<file path="config.mk">
export PLATFORM = sky130hd
export DESIGN_NAME = metronome_seq
export DESIGN_NICKNAME = d
export VERILOG_FILES = /design/src/rtl/metronome_pkg.sv /design/src/rtl/tone_gen.sv /design/src/rtl/metronome_seq.sv
export SDC_FILE = /design/constraint.sdc
export NUM_CORES = 1
export LEC_CHECK = 0
export ABC_AREA = 1
export CELL_PAD_IN_SITES_DETAIL_PLACEMENT = 1
export CELL_PAD_IN_SITES_GLOBAL_PLACEMENT = 2
export CORE_AREA = 2 2 141 143
export CTS_BUF_LIST = sky130_fd_sc_hd__clkbuf_8 sky130_fd_sc_hd__clkbuf_16
export CTS_CLUSTER_SIZE = 24
export DETAILED_ROUTE_END_ITERATION = 12
export DIE_AREA = 0 0 143 145
export PLACE_DENSITY = 0.93
export SLEW_MARGIN = 30
export SYNTH_ARGS = -nofsm -noshare
export SYNTH_HDL_FRONTEND = slang
export SYNTH_SLANG_ARGS = --single-unit
export TNS_END_PERCENT = 20
</file>
<file path="constraint.sdc">
create_clock -name clk -period 7.03 [get_ports clk]
set_clock_uncertainty 0.2 [all_clocks]
set_input_delay 0.703 -clock clk [delete_from_list [all_inputs] [get_ports clk]]
set_output_delay 0.703 -clock clk [all_outputs]
set_load 0.005 [all_outputs]
</file>
<file path="src/rtl/metronome_pkg.sv">
// Shared helpers, default-parameter derivations and the click FSM state type for the metronome.
package metronome_pkg;

  localparam int unsigned DEF_CLK_HZ    = 25_000_000;
  localparam int unsigned DEF_TONE_HZ   = 2500;
  localparam int unsigned DEF_ACCENT_HZ = 5000;
  localparam int unsigned DEF_BPM_W     = 8;

  // Bits needed to hold values 0..v-1; never returns less than 1.
  function automatic int unsigned clog2_safe(input longint unsigned v);
    int unsigned r = 1;
    for (int unsigned i = 1; i < 64; i++) begin
      if ((64'd1 << i) < v) r = i + 1;
    end
    return r;
  endfunction

  function automatic longint unsigned limit_of(input longint unsigned clk_hz);
    return 64'd60 * clk_hz;
  endfunction

  function automatic int unsigned half_of(input longint unsigned clk_hz,
                                          input longint unsigned hz);
    return 32'(clk_hz / (64'd2 * hz));
  endfunction

  localparam longint unsigned LIMIT       = limit_of(64'(DEF_CLK_HZ));
  localparam int unsigned     ACC_W       = clog2_safe(LIMIT + (64'd1 << DEF_BPM_W));
  localparam int unsigned     HALF_TONE   = half_of(64'(DEF_CLK_HZ), 64'(DEF_TONE_HZ));
  localparam int unsigned     HALF_ACCENT = half_of(64'(DEF_CLK_HZ), 64'(DEF_ACCENT_HZ));

  typedef enum logic {
    IDLE,
    CLICK
  } click_state_t;

endpackage

</file>
<file path="src/rtl/tone_gen.sv">
// Gated square-wave generator with two selectable half-periods; restart forces a fresh high phase.
module tone_gen
  import metronome_pkg::*;
#(
  parameter int unsigned HALF_A = 5,
  parameter int unsigned HALF_B = 2
) (
  input  logic clk,
  input  logic rst_n,
  input  logic en,
  input  logic sel_b,
  input  logic restart,
  output logic sq
);

  localparam int unsigned HMAX = (HALF_A > HALF_B) ? HALF_A : HALF_B;
  localparam int unsigned CW   = clog2_safe(64'(HMAX));

  logic [CW-1:0] r_cnt;
  logic [CW-1:0] w_cnt_d;
  logic [CW-1:0] w_half_m1;
  logic          r_sq;
  logic          w_sq_d;

  assign w_half_m1 = sel_b ? CW'(HALF_B - 1) : CW'(HALF_A - 1);

  always_comb begin
    w_sq_d  = r_sq;
    w_cnt_d = r_cnt;
    if (restart) begin
      w_sq_d  = 1'b1;
      w_cnt_d = w_half_m1;
    end else if (!en) begin
      w_sq_d  = 1'b0;
      w_cnt_d = '0;
    end else if (r_cnt == '0) begin
      w_sq_d  = ~r_sq;
      w_cnt_d = w_half_m1;
    end else begin
      w_cnt_d = r_cnt - CW'(1);
    end
  end

  always_ff @(posedge clk or negedge rst_n) begin
    if (!rst_n) begin
      r_sq  <= 1'b0;
      r_cnt <= '0;
    end else begin
      r_sq  <= w_sq_d;
      r_cnt <= w_cnt_d;
    end
  end

  assign sq = r_sq;

endmodule

</file>
<file path="src/rtl/metronome_seq.sv">
// Step-sequencer metronome: exact phase-accumulator tempo, one-hot step LEDs and a gated click tone.
module metronome_seq
  import metronome_pkg::*;
#(
  parameter int unsigned CLK_HZ    = 25_000_000,
  parameter int unsigned TONE_HZ   = 2500,
  parameter int unsigned ACCENT_HZ = 5000,
  parameter int unsigned CLICK_CYC = 2_500_000,
  parameter int unsigned STEPS     = 16,
  parameter int unsigned BPM_W     = 8
) (
  input  logic                     clk,
  input  logic                     rst_n,
  input  logic                     run,
  input  logic [BPM_W-1:0]         bpm,
  input  logic [STEPS-1:0]         step_en,
  input  logic [STEPS-1:0]         accent_en,
  output logic                     bell,
  output logic [STEPS-1:0]         led,
  output logic [$clog2(STEPS)-1:0] step_idx,
  output logic                     step_pulse
);

  localparam longint unsigned L_LIMIT       = limit_of(64'(CLK_HZ));
  localparam int unsigned     L_ACC_W       = clog2_safe(L_LIMIT + (64'd1 << BPM_W));
  localparam int unsigned     L_IDX_W       = $clog2(STEPS);
  localparam int unsigned     L_CNT_W       = clog2_safe(64'(CLICK_CYC));
  localparam int unsigned     L_HALF_TONE   = half_of(64'(CLK_HZ), 64'(TONE_HZ));
  localparam int unsigned     L_HALF_ACCENT = half_of(64'(CLK_HZ), 64'(ACCENT_HZ));
  localparam logic [L_ACC_W-1:0] L_LIMIT_C  = L_ACC_W'(L_LIMIT);

  logic [L_ACC_W-1:0] r_acc, w_sum, w_acc_d;
  logic               w_wrap;
  logic               r_started;
  logic [L_IDX_W-1:0] r_idx, w_next_idx;
  logic [STEPS-1:0]   r_led;
  logic               r_pulse;
  click_state_t       r_state, w_state_d;
  logic [L_CNT_W-1:0] r_cnt, w_cnt_d;
  logic               r_accent, w_sel;
  logic               w_start;
  logic               w_tone_en;

  // acc < LIMIT and bpm < 2**BPM_W, so the sum always fits in L_ACC_W bits.
  assign w_sum      = r_acc + L_ACC_W'(bpm);
  assign w_wrap     = run && (w_sum >= L_LIMIT_C);
  assign w_acc_d    = !run ? r_acc : (w_wrap ? (w_sum - L_LIMIT_C) : w_sum);
  // The first wrap lands on step 0 so the pattern opens with its first step.
  assign w_next_idx = (!r_started || (r_idx == L_IDX_W'(STEPS - 1))) ? '0
                                                                     : r_idx + L_IDX_W'(1);
  assign w_start    = w_wrap && step_en[w_next_idx];
  assign w_sel      = w_start ? accent_en[w_next_idx] : r_accent;

  always_comb begin
    w_state_d = r_state;
    w_cnt_d   = r_cnt;
    if (w_start) begin
      w_state_d = CLICK;
      w_cnt_d   = L_CNT_W'(CLICK_CYC - 1);
    end else if (r_state == CLICK) begin
      if (!run || (r_cnt == '0)) begin
        w_state_d = IDLE;
      end else begin
        w_cnt_d = r_cnt - L_CNT_W'(1);
      end
    end
  end

  assign w_tone_en = (w_state_d == CLICK);

  always_ff @(posedge clk or negedge rst_n) begin
    if (!rst_n) begin
      r_acc     <= '0;
      r_started <= 1'b0;
      r_idx     <= '0;
      r_led     <= '0;
      r_pulse   <= 1'b0;
      r_state   <= IDLE;
      r_cnt     <= '0;
      r_accent  <= 1'b0;
    end else begin
      r_acc    <= w_acc_d;
      r_pulse  <= w_wrap;
      r_state  <= w_state_d;
      r_cnt    <= w_cnt_d;
      r_accent <= w_sel;
      if (w_wrap) begin
        r_started <= 1'b1;
        r_idx     <= w_next_idx;
        r_led     <= STEPS'(1) << w_next_idx;
      end
    end
  end

  tone_gen #(
    .HALF_A(L_HALF_TONE),
    .HALF_B(L_HALF_ACCENT)
  ) u_tone (
    .clk    (clk),
    .rst_n  (rst_n),
    .en     (w_tone_en),
    .sel_b  (w_sel),
    .restart(w_start),
    .sq     (bell)
  );

  assign led        = r_led;
  assign step_idx   = r_idx;
  assign step_pulse = r_pulse;

endmodule

</file>
==> out/qor.csv <==
stage,metric,value,unit
run_status,status,completed,
power_and_ir_drop,P_int,1.527,mW
clock_tree,Setup Buffers After CTS,0,
final_layout,ratio of cells with drive above 1 in the final layout,8.468,%
grt,vias in the first global route,6782,
worst_setup_path,largest fanout on the critical path,29,
sta,worst hold margin,0.1111,ns
yosys,most frequent cells after synthesis,"nand2_1, inv_1, nand3_1, nor2_1, dfrtp_1",
floorplan,core area,19210,µm²
grt,GRT Util Overall,20.28,%
detailed_routing,DRT Wirelength,20.19,mm
placed_design,Placed Area,7550,µm²
sta,max_slew headroom,46.58,%
worst_setup_path,CP bufs+invs,3,
detailed_routing,drt pass-1 iters,4,
sta,fin. max-slew vios,0,
floorplan,die height,145,µm
grt,GRT overflow,0,
final_layout,sequential cell area,2277,µm²
yosys,main flop type after synthesis,dfrtp_1,
final_layout,design area,7854,µm²
sta,crit path time final,4.832,ns
yosys,"FF+latch count, synth",91,
yosys,Netlist Area Pre-Place,6655,µm²
power_and_ir_drop,combinational share of power,54.4,%
clock_tree,post-cts resize count,0,
worst_setup_path,Reg2Reg Depth,23,
sta,period utilization,68.73,%
power_and_ir_drop,Tot Pwr,3.037,mW
yosys,share of the synthesized area in the top cell type,34.22,%
yosys,Yosys Warn Count,0,
power_and_ir_drop,static leakage,3.854,nW
detailed_routing,Routed Antenna Nets,0,
detailed_routing,detailed-route via count,6486,
detailed_routing,DRC Markers,0,
clock_tree,"Clk Latency, worst-skew pair",0.36,ns
worst_setup_path,Critical Path RT,7.13,ns
grt,first-pass GRT wire length,33.73,mm
worst_setup_path,critical path class,input pin to flop,
grt,initial antenna violation count,0,
yosys,Synth cell types,47,
yosys,Mapped Nets,1040,
run,max-cap violations,0,
placed_design,port bufs,64,
floorplan,Die X-Extent,143,µm
power_and_ir_drop,sw frac,49.73,%
clock_tree,CTS Buffer Depth,2,
power_and_ir_drop,switching pwr,1.510,mW
placed_design,Detail Placement HPWL,15.60,mm
grt,largest net degree at the start of global routing,56,
floorplan,Initial Util,34.65,%
worst_setup_path,Crit-path slowest cell,nand3_2,
yosys,asr flop ratio synth,100.0,%
final_layout,multi-input gate area in the final layout,3730,µm²
worst_setup_path,CP peak stage delay,0.58,ns
detailed_routing,initial drt markers,247,
clock_tree,root buffer cell,clkbuf_16,
yosys,register area share after synthesis,34.22,%
worst_setup_path,Top delay family on crit path,simple AND/OR/NAND/NOR gates,
floorplan,I/O pins,65,
yosys,Mean Syn Cell Area,6.770,µm²
worst_setup_path,WP depth,24,
worst_setup_path,crit start category,input pin,
final_layout,FILL cells,2510,
clock_tree,TritonCTS buffer count,9,
clock_tree,H-tree levels,3,
sta,final hold vios,0,
sta,RSZ-0062 raised after global routing,no,
power_and_ir_drop,peak supply drop,166.8,µV
final_layout,# diodes,0,
yosys,Synth area leaders,"dfrtp_1, nand2_1, inv_1",
placed_design,Routability Congestion,0.8606,
sta,Sum Neg Setup Slack,0,ns
power_and_ir_drop,pwr dens,386.7,nW/µm²
hold_path,Hold Path Class,input pin to asynchronous set/reset pin,
detailed_routing,Vias per Instance,4.929,
sta,worst-margin pin slew,0.8005,ns
worst_setup_path,"critical path, cell by cell",clkdlybuf4s50_1 -> ha_1 -> inv_1 -> fa_1 -> inv_1 -> nand3_1 -> nand2_1 -> nand2_1 -> nand2_2 -> nand2_1 -> nand2_1 -> ha_1 -> nand3_1 -> nor2_1 -> nand3_1 -> nor2_1 -> nand3_2 -> nand3_4 -> nand3_2 -> nand2_1 -> nand2_2 -> nand2_2 -> nand3_1 -> nand2_1,
final_layout,Layout area overhead,18.01,%
clock_tree,clk sinks,91,
power_and_ir_drop,clock power share,16.6,%
worst_setup_path,Worst Path Arrival,4.93,ns
floorplan,# rows,51,
worst_setup_path,cell with the most instances on the worst path,nand2_1,
yosys,Synth area leader,dfrtp_1,
clock_tree,Clock Pin Slew Worst Setup and Hold Paths,0.08,ns
floorplan,die footprint,20740,µm²
worst_setup_path,Worst Setup End Kind,flop,
yosys,cells after synthesis,983,
sta,final setup vio count,0,
sta,achievable clock frequency,207.0,MHz
final_layout,Final nets,1103,
power_and_ir_drop,sequential share of power,29.0,%
yosys,number of flops mapped to enable cells by yosys,0,
clock_tree,hold bufs inserted after CTS,0,
clock_tree,CTS tree,built,
yosys,top-count cell post-synth,nand2_1,
detailed_routing,routed len/inst,15.34,µm
==> stage by stage <==
step	cells	util [%]	setup WS (ns)
final	1316	40.89	2.198
after floorplan	983	-	3.449
after global routing	1316	40.89	1.696
after CTS	1316	40.89	2.179
after global placement	1300	39.31	1.977
after detailed placement	1300	39.31	1.792
==> routing by layer <==
layer | wire [µm] | vias to the layer above | share of wire [%] | track usage [%]
li1 | - | 3288 | - | -
met5 | 0 | - | 0 | 0
met4 | 259 | 0 | 1.3 | 5.149
met2 | 9413 | 91 | 47 | 33.44
met3 | 844 | 17 | 4.2 | 3.927
met1 | 9672 | 3090 | 48 | 27.17
==> worst paths after layout <==
| path | start | to | slack, ns |
|---|---|---|---|
| max | bpm[0] | u_tone.r_cnt[12]$_DFF_PN0_ | 2.20 |
| min | rst_n | led[0]$_DFFE_PN0N_ | 0.11 |
| max reg2reg | r_acc[0]$_DFFE_PN0P_ | u_tone.r_cnt[12]$_DFF_PN0_ | 2.63 |
| min reg2reg | led[9]$_DFFE_PN0N_ | led[9]$_DFFE_PN0N_ | 0.28 |
| max in group asynchronous | rst_n | r_cnt[16]$_DFFE_PN0P_ | 5.39 |
| min in group clk | led[9]$_DFFE_PN0N_ | led[9]$_DFFE_PN0N_ | 0.28 |
==> area by class of cell <==
cell class / count / share of cell area (%)
multi-input cells: 731 / 47.49
flip-flops and latches: 91 / 28.99
repair buffers: 69 / 8.539
inverters: 144 / 6.882
well taps: 265 / 4.222
clock buffers: 9 / 2.868
clock inverters: 7 / 1.004
==> power groups by stage <==
stage | logic [mW] | registers (mW) | clock network, mW
final | 1.65 | 0.880 | 0.506
after CTS | 1.66 | 0.879 | 0.523
after floorplan | 1.15 | 0.831 | 0
after global placement | 1.62 | 0.881 | 0
after global routing | 1.87 | 0.906 | 0.540
after detailed placement | 1.65 | 0.885 | 0
==> state kept, by name, indices dropped and copies added, names as in the netlist <==
| register | flops |
|---|---|
| led | 16 |
| r_acc | 31 |
| r_accent | 1 |
| r_cnt | 22 |
| r_started | 1 |
| r_state | 1 |
| step_idx | 4 |
| step_pulse | 1 |
| u_tone.r_cnt | 13 |
| u_tone.sq | 1 |
==> layout by cell type (no fill, tap or decap), types with 2 or more instances in the layout <==
cell / netlist / routed
a21oi_1: 18 / 18
a22oi_1: 6 / 6
a31oi_1: 5 / 5
buf_4: 5 / 6
clkbuf_16: 0 / 9
clkdlybuf4s50_1: 0 / 62
clkinv_8: 0 / 2
dfrtp_1: 91 / 91
ha_1: 13 / 13
inv_1: 139 / 139
inv_2: 5 / 5
inv_6: 0 / 3
nand2_1: 280 / 280
nand2_2: 17 / 17
nand2_4: 3 / 3
nand3_1: 98 / 98
nand3_2: 6 / 6
nand3b_1: 7 / 7
nand4_1: 12 / 12
nor2_1: 93 / 93
nor2_2: 13 / 13
nor2_4: 6 / 6
nor3_1: 19 / 19
nor3_2: 2 / 2
nor3b_2: 2 / 2
nor4_1: 7 / 7
o211ai_1: 4 / 4
o21ai_0: 48 / 48
o21ai_1: 8 / 8
o22a_1: 2 / 2
o22ai_1: 5 / 5
o31ai_1: 9 / 9
or2_2: 9 / 9
xnor2_1: 8 / 8
xor2_1: 19 / 19
==> kinds of logic (layout without fill, tap and decap cells) <==
| kind of cell | after synthesis | count (layout) | share of synthesized area, % |
|---|---|---|---|
| xor+xnor | 27 | 27 | 3.553 |
| flops | 91 | 91 | 34.22 |
| buf+inv | 161 | 229 | 9.739 |
| simple gates | 581 | 581 | 40.36 |
| fa+ha+maj | 14 | 14 | 2.745 |
| compound gates | 109 | 109 | 9.382 |
Power figures use the tool's default switching activity.
